## src/rtl/_arbmuxwfromn_pkg.sv

```systemverilog
// Shared arbitration definitions: mode constants and the pointer-width helper
// used by every arbiter in the bus fabric.
package _arbmuxwfromn_pkg;

  typedef enum logic {
    ARB_RR    = 1'b0,
    ARB_FIXED = 1'b1
  } arb_mode_e;

  // Pointer needs at least one bit even when there is a single source.
  function automatic int ptr_width(input int n);
    return (n > 1) ? $clog2(n) : 1;
  endfunction

endpackage

```

## src/rtl/_arbmuxwfromn_rr_pick.sv

```systemverilog
// Combinational rotate-and-priority-encode picker: finds the first requester
// after ptr (round-robin) or the lowest requester (fixed priority).
module _rr_pick
  import _arbmuxwfromn_pkg::*;
#(
  parameter int N = 8,
  localparam int PW = ptr_width(N)
) (
  input  logic [N-1:0]  req,
  input  logic [PW-1:0] ptr,
  input  arb_mode_e     mode,
  output logic [N-1:0]  sel_oh,
  output logic [PW-1:0] sel
);

  localparam int SW = PW + 1;
  localparam logic [SW-1:0] N_W = SW'(N);

  logic [PW-1:0]  start;
  logic [2*N-1:0] dbl;
  logic [N-1:0]   rot;
  logic           found;
  logic [SW-1:0]  off;
  logic [SW-1:0]  idx;

  // Rotate the request vector so the search origin sits at bit 0, encode the
  // lowest set bit, then rotate the result back into source numbering.
  always_comb begin
    start = '0;
    if (mode == ARB_RR && N > 1) begin
      start = (ptr == PW'(N - 1)) ? '0 : ptr + PW'(1);
    end
    dbl   = {req, req};
    rot   = dbl[start +: N];
    found = 1'b0;
    off   = '0;
    for (int j = 0; j < N; j++) begin
      if (!found && rot[j]) begin
        found = 1'b1;
        off   = SW'(j);
      end
    end
    idx = {1'b0, start} + off;
    if (idx >= N_W) begin
      idx = idx - N_W;
    end
    sel    = idx[PW-1:0];
    sel_oh = found ? (N'(1) << idx) : '0;
  end

endmodule

```

## src/rtl/_arbmuxwfromn.sv

```systemverilog
// Registered N-to-1 bus arbiter/mux with req/ack sources, a valid/ready
// consumer port and active-low one-hot owner enables for 74x244 drivers.
module _arbmuxwfromn
  import _arbmuxwfromn_pkg::*;
#(
  parameter int W    = 32,
  parameter int N    = 8,
  parameter int MODE = 0
) (
  input  logic           clk,
  input  logic           rst_n,
  input  logic [N-1:0]   req,
  input  logic [W*N-1:0] a,
  output logic [N-1:0]   ack,
  output logic [W-1:0]   y,
  output logic           valid,
  input  logic           ready,
  output logic [N-1:0]   owner_n
);

  localparam int PW = ptr_width(N);
  localparam arb_mode_e ARB_MODE = (MODE == 1) ? ARB_FIXED : ARB_RR;

  logic [PW-1:0] ptr;
  logic [PW-1:0] sel;
  logic [N-1:0]  sel_oh;
  logic          load;
  logic          any_req;
  logic [W-1:0]  y_next;

  assign load    = !valid || ready;
  assign any_req = |req;

  _rr_pick #(.N(N)) u_pick (
    .req    (req),
    .ptr    (ptr),
    .mode   (ARB_MODE),
    .sel_oh (sel_oh),
    .sel    (sel)
  );

  // A grant is only offered when the output register can actually take it.
  assign ack = (rst_n && load) ? sel_oh : '0;

  always_comb begin
    y_next = '0;
    for (int i = 0; i < N; i++) begin
      y_next = y_next | (a[i*W +: W] & {W{sel_oh[i]}});
    end
  end

  // Reset parks ptr on the last source so the first round-robin pick is 0.
  always_ff @(posedge clk) begin
    if (!rst_n) begin
      valid   <= 1'b0;
      y       <= '0;
      owner_n <= '1;
      ptr     <= PW'(N - 1);
    end else if (load) begin
      if (any_req) begin
        y       <= y_next;
        valid   <= 1'b1;
        owner_n <= ~sel_oh;
        ptr     <= sel;
      end else begin
        valid   <= 1'b0;
        owner_n <= '1;
      end
    end
  end

endmodule

```

## config.mk

```make
export PLATFORM = sky130hd
export DESIGN_NAME = _arbmuxwfromn
export DESIGN_NICKNAME = d
export VERILOG_FILES = /design/src/rtl/_arbmuxwfromn_pkg.sv /design/src/rtl/_arbmuxwfromn_rr_pick.sv /design/src/rtl/_arbmuxwfromn.sv
export SDC_FILE = /design/constraint.sdc
export NUM_CORES = 1
export LEC_CHECK = 0
export CAP_MARGIN = 20
export CORE_AREA = 2 2 124 126
export DETAILED_ROUTE_END_ITERATION = 8
export DIE_AREA = 0 0 126 128
export GPL_TIMING_DRIVEN = 0
export PLACE_DENSITY = 0.64
export SKIP_LAST_GASP = 1
export SLEW_MARGIN = 20
export SYNTH_ARGS = -nofsm -noshare
export SYNTH_HDL_FRONTEND = slang
export SYNTH_HIERARCHICAL = 1
export SYNTH_SLANG_ARGS = --single-unit
```

## constraint.sdc

```tcl
create_clock -name clk -period 14.4 [get_ports clk]
set_input_delay 1.44 -clock clk [delete_from_list [all_inputs] [get_ports clk]]
set_output_delay 1.44 -clock clk [all_outputs]
set_load 0.05 [all_outputs]
```

==> summary.txt <==
Worst hold path
  • Worst min-delay path endpoint: ptr[2]
  • Hold Crit Depth: 2
  • Worst hold path startpoint: ptr[2]
  • Worst Hold Class: reg2reg

Logic synthesis
  • Syn Inst Count: 515
  • Seq/Total Area, Yosys: 0.219
  • Top FF cell, synth: dfxtp_1
  • Number of synthesized flops with an enable pin: 0
  • Netlist cell types: 59
  • #FFs+latches synth: 44
  • Avg Cell Area, Syn: 7.81 µm²
  • Synth Cell Area: 0.00402 mm²
  • Synth warnings: 6
  • FFs w/ async S/R, synth: 0

CTS
  • Longest Clk Path Bufs: 2
  • CTS H-Tree Depth: 2
  • CTS tree: done
  • Clock Tree Root: clkbuf_16
  • Worst-skew pair later-pin latency: 0.29 ns
  • Clock-pin slew on the worst setup and hold paths: 0.06 ns
  • Postcts setup bufs: 0
  • Hold buffers post-CTS: 0
  • Inserted Clock Buffers: 5
  • CTS Sinks: 44
  • Post-cts sizing count: 0

Timing
  • Maximum clock rate: 120 MHz
  • Setup violators final: 0
  • Setup TNS: 0 ns
  • Slew Viols, Final: 0
  • Setup Skew: 0.00505 ns
  • Fin crit period: 8.33 ns
  • Actual slew at the worst max-slew pin: 0.731 ns
  • Final setup margin: 6.07 ns
  • Final Hold Fails: 0
  • Max transition margin: 0.513
  • Unrepaired setup endpoints after global routing: no
  • Period utilization: 0.578

Global route
  • Largest net degree at the start of global routing: 13
  • Grt total ovfl: 0
  • GRT Util Overall: 0.240
  • Met1 global-route usage: 0.286
  • Vias in the first global route: 5738
  • M2 GR Usage: 0.427
  • Met3 usage: 0.0455
  • Initial antenna violation count: 1
  • First-pass GRT wire length: 30800 µm
  • Global routing's busiest layer: met2

Floorplan
  • Starting Density: 0.271
  • Die Height: 128 µm
  • Die area: 0.0161 mm²
  • Die extent in x: 126 µm
  • Core area: 0.0149 mm²
  • Io pins: 316
  • FP Rows: 45

Layout
  • Layout cells sized above 1: 0.0514
  • Design Area, Final: 0.00754 mm²
  • Footprint of the multi-input gates: 0.00279 mm²
  • Synth-to-Final Area Change: 87.4%
  • Fillers: 1432
  • Fin cells: 1026
  • # nets final: 1109
  • Most common cell after layout, fill and taps aside: clkdlybuf4s50_1
  • Sequential cell area: 881 µm²
  • Commonest non-fill, non-tap cells in the layout: clkdlybuf4s50_1, a22oi_1, clkbuf_1

Critical path
  • Cell depth of the worst flop-to-flop path: 18
  • Crit. End Element: output pin
  • Critical R2R Launch: ptr[0]
  • Startpoint types: input pin
  • Worst EP arrival: 6.89 ns
  • Reg2reg setup slack: 9.05 ns
  • FF-to-FF End: y[5]
  • Crit-path max FO: 10
  • Critical path data required time: 12.96 ns
  • WS Path Type: in2out

Placed design
  • Post-DP Area: 0.00741 mm²
  • Pre-CTS setup slack: 6.08 ns
  • Placed cells: 1018
  • Port Buf Inserts: 314
  • Final Wtd Congestion: 0.879
  • Detail Placement HPWL: 16800 µm

Run status
  • Run status: complete, no violations

Pwr
  • VDD IR max: 0.0955 mV
  • Power Dens Cells: 230 mW/mm²
  • Leakage Power: 2.46 nW

Routing
  • DRC marker count from the first detailed-route iteration: 573
  • Detailed-route via count: 5812
  • Routed vias/inst: 5.66
  • First-pass iteration count of the detailed router: 5
  • WL/cell: 20.5 µm
  • Post-DRT Antenna Nets: 0
  • DRC: 0
  • Final WL: 21000 µm

Run
  • Max cap viols: 0
==> per-layer routing <==
layer / share of wire / vias up / wire, µm
met3: 0.075 / 38 / 1580
met5: 0 / - / 0
met4: 0.030 / 0 / 627
li1: - / 2729 / -
met1: 0.39 / 2751 / 8270
met2: 0.50 / 294 / 10500
==> critical path, cell delays in order <==
cell and delay (ns):
clkdlybuf4s50_1 0.57, o21ba_2 0.20, o21a_1 0.21, a211oi_1 0.39, nand3_1 0.14, a2111oi_2 0.39
a31o_1 0.16, ha_1 0.14, inv_1 0.06, fa_1 0.43, xor2_1 0.31, inv_1 0.14
nor3_1 0.18, clkbuf_1 0.35, clkbuf_1 0.54, inv_1 0.12, nor3_1 0.26, clkdlybuf4s50_1 0.84
==> logic make-up (layout without fill, tap and decap cells) <==
group                    Yosys count  count (layout)  synth area share
AND/OR/NAND/NOR                  164             164             0.242
flip-flops                        44              44             0.219
other                              1               3          0.000932
XOR/XNOR                           1               1           0.00218
multiplexers                       8               8            0.0202
buffers and inverters             82             403            0.0877
AO/OA/AOI/OAI                    210             210             0.410
adder cells (fa/ha/maj)            5               5            0.0174
==> worst max-delay path by stage <==
stage,from,end,slack [ns]
2_1_floorplan,req[7],ack[2],7.51
3_5_place_dp,req[7],ack[2],6.08
3_3_place_gp,req[7],ack[2],6.20
6_report,req[7],ack[2],6.07
5_1_grt,req[7],ack[2],5.63
4_1_cts,req[7],ack[2],6.05
==> final cells by class <==
| class | instances | area share |
|---|---|---|
| flip-flops and latches | 44 | 0.117 |
| plain buffers | 64 | 0.0378 |
| diodes | 1 | 0.000332 |
| well taps | 188 | 0.0312 |
| inverters | 18 | 0.00896 |
| clock buffers | 6 | 0.0171 |
| repair buffers | 314 | 0.417 |
| multi-input cells | 390 | 0.370 |
| clock inverters | 1 | 0.000664 |
==> power by group <==
part	internal, mW	switching (mW)	leakage (nW)
combinational	0.581	0.845	2.03
clock	0.0632	0.0479	0.0667
sequential	0.169	0.0269	0.363
total	0.813	0.919	2.46
==> through the flow <==
stage / hold slack (ns) / utilization / total power, mW
after global placement: 0.500 / 0.498 / 1.60
after detailed placement: 0.506 / 0.498 / 1.62
after floorplan: 0.485 / - / 1.14
after CTS: 0.522 / 0.507 / 1.73
after global routing: 0.535 / 0.507 / 1.86
final: 0.518 / 0.507 / 1.73
==> Yosys cell counts (2+ instances only) <==
| cell type | count | area, µm² |
|---|---|---|
| a211o_1 | 2 | 17.5 |
| a211oi_1 | 9 | 67.6 |
| a21oi_1 | 2 | 10.0 |
| a22oi_1 | 129 | 968 |
| and4_1 | 32 | 280 |
| buf_2 | 9 | 45.0 |
| buf_4 | 3 | 22.5 |
| buf_6 | 3 | 33.8 |
| clkbuf_1 | 48 | 180 |
| dfxtp_1 | 44 | 881 |
| ha_1 | 4 | 50.1 |
| inv_1 | 16 | 60.1 |
| mux2i_1 | 7 | 70.1 |
| nand2_1 | 40 | 150 |
| nand2b_1 | 3 | 18.8 |
| nand3_1 | 3 | 15.0 |
| nand4_1 | 32 | 200 |
| nor2_1 | 24 | 90.1 |
| nor2b_1 | 2 | 12.5 |
| nor3_1 | 16 | 80.1 |
| nor4_4 | 2 | 42.5 |
| o21a_1 | 2 | 15.0 |
| o21ai_0 | 7 | 35.0 |
| o21ai_1 | 4 | 20.0 |
| o21ba_2 | 2 | 20.0 |
| o221a_2 | 2 | 22.5 |
| o221ai_1 | 35 | 307 |
| o31ai_2 | 2 | 25.0 |
==> state kept, by name, summed over array words and instances (netlist names) <==
register / count
y: 32
owner_n: 8
valid: 1
ptr: 3
Note: power is estimated with default switching activity, not from simulation.
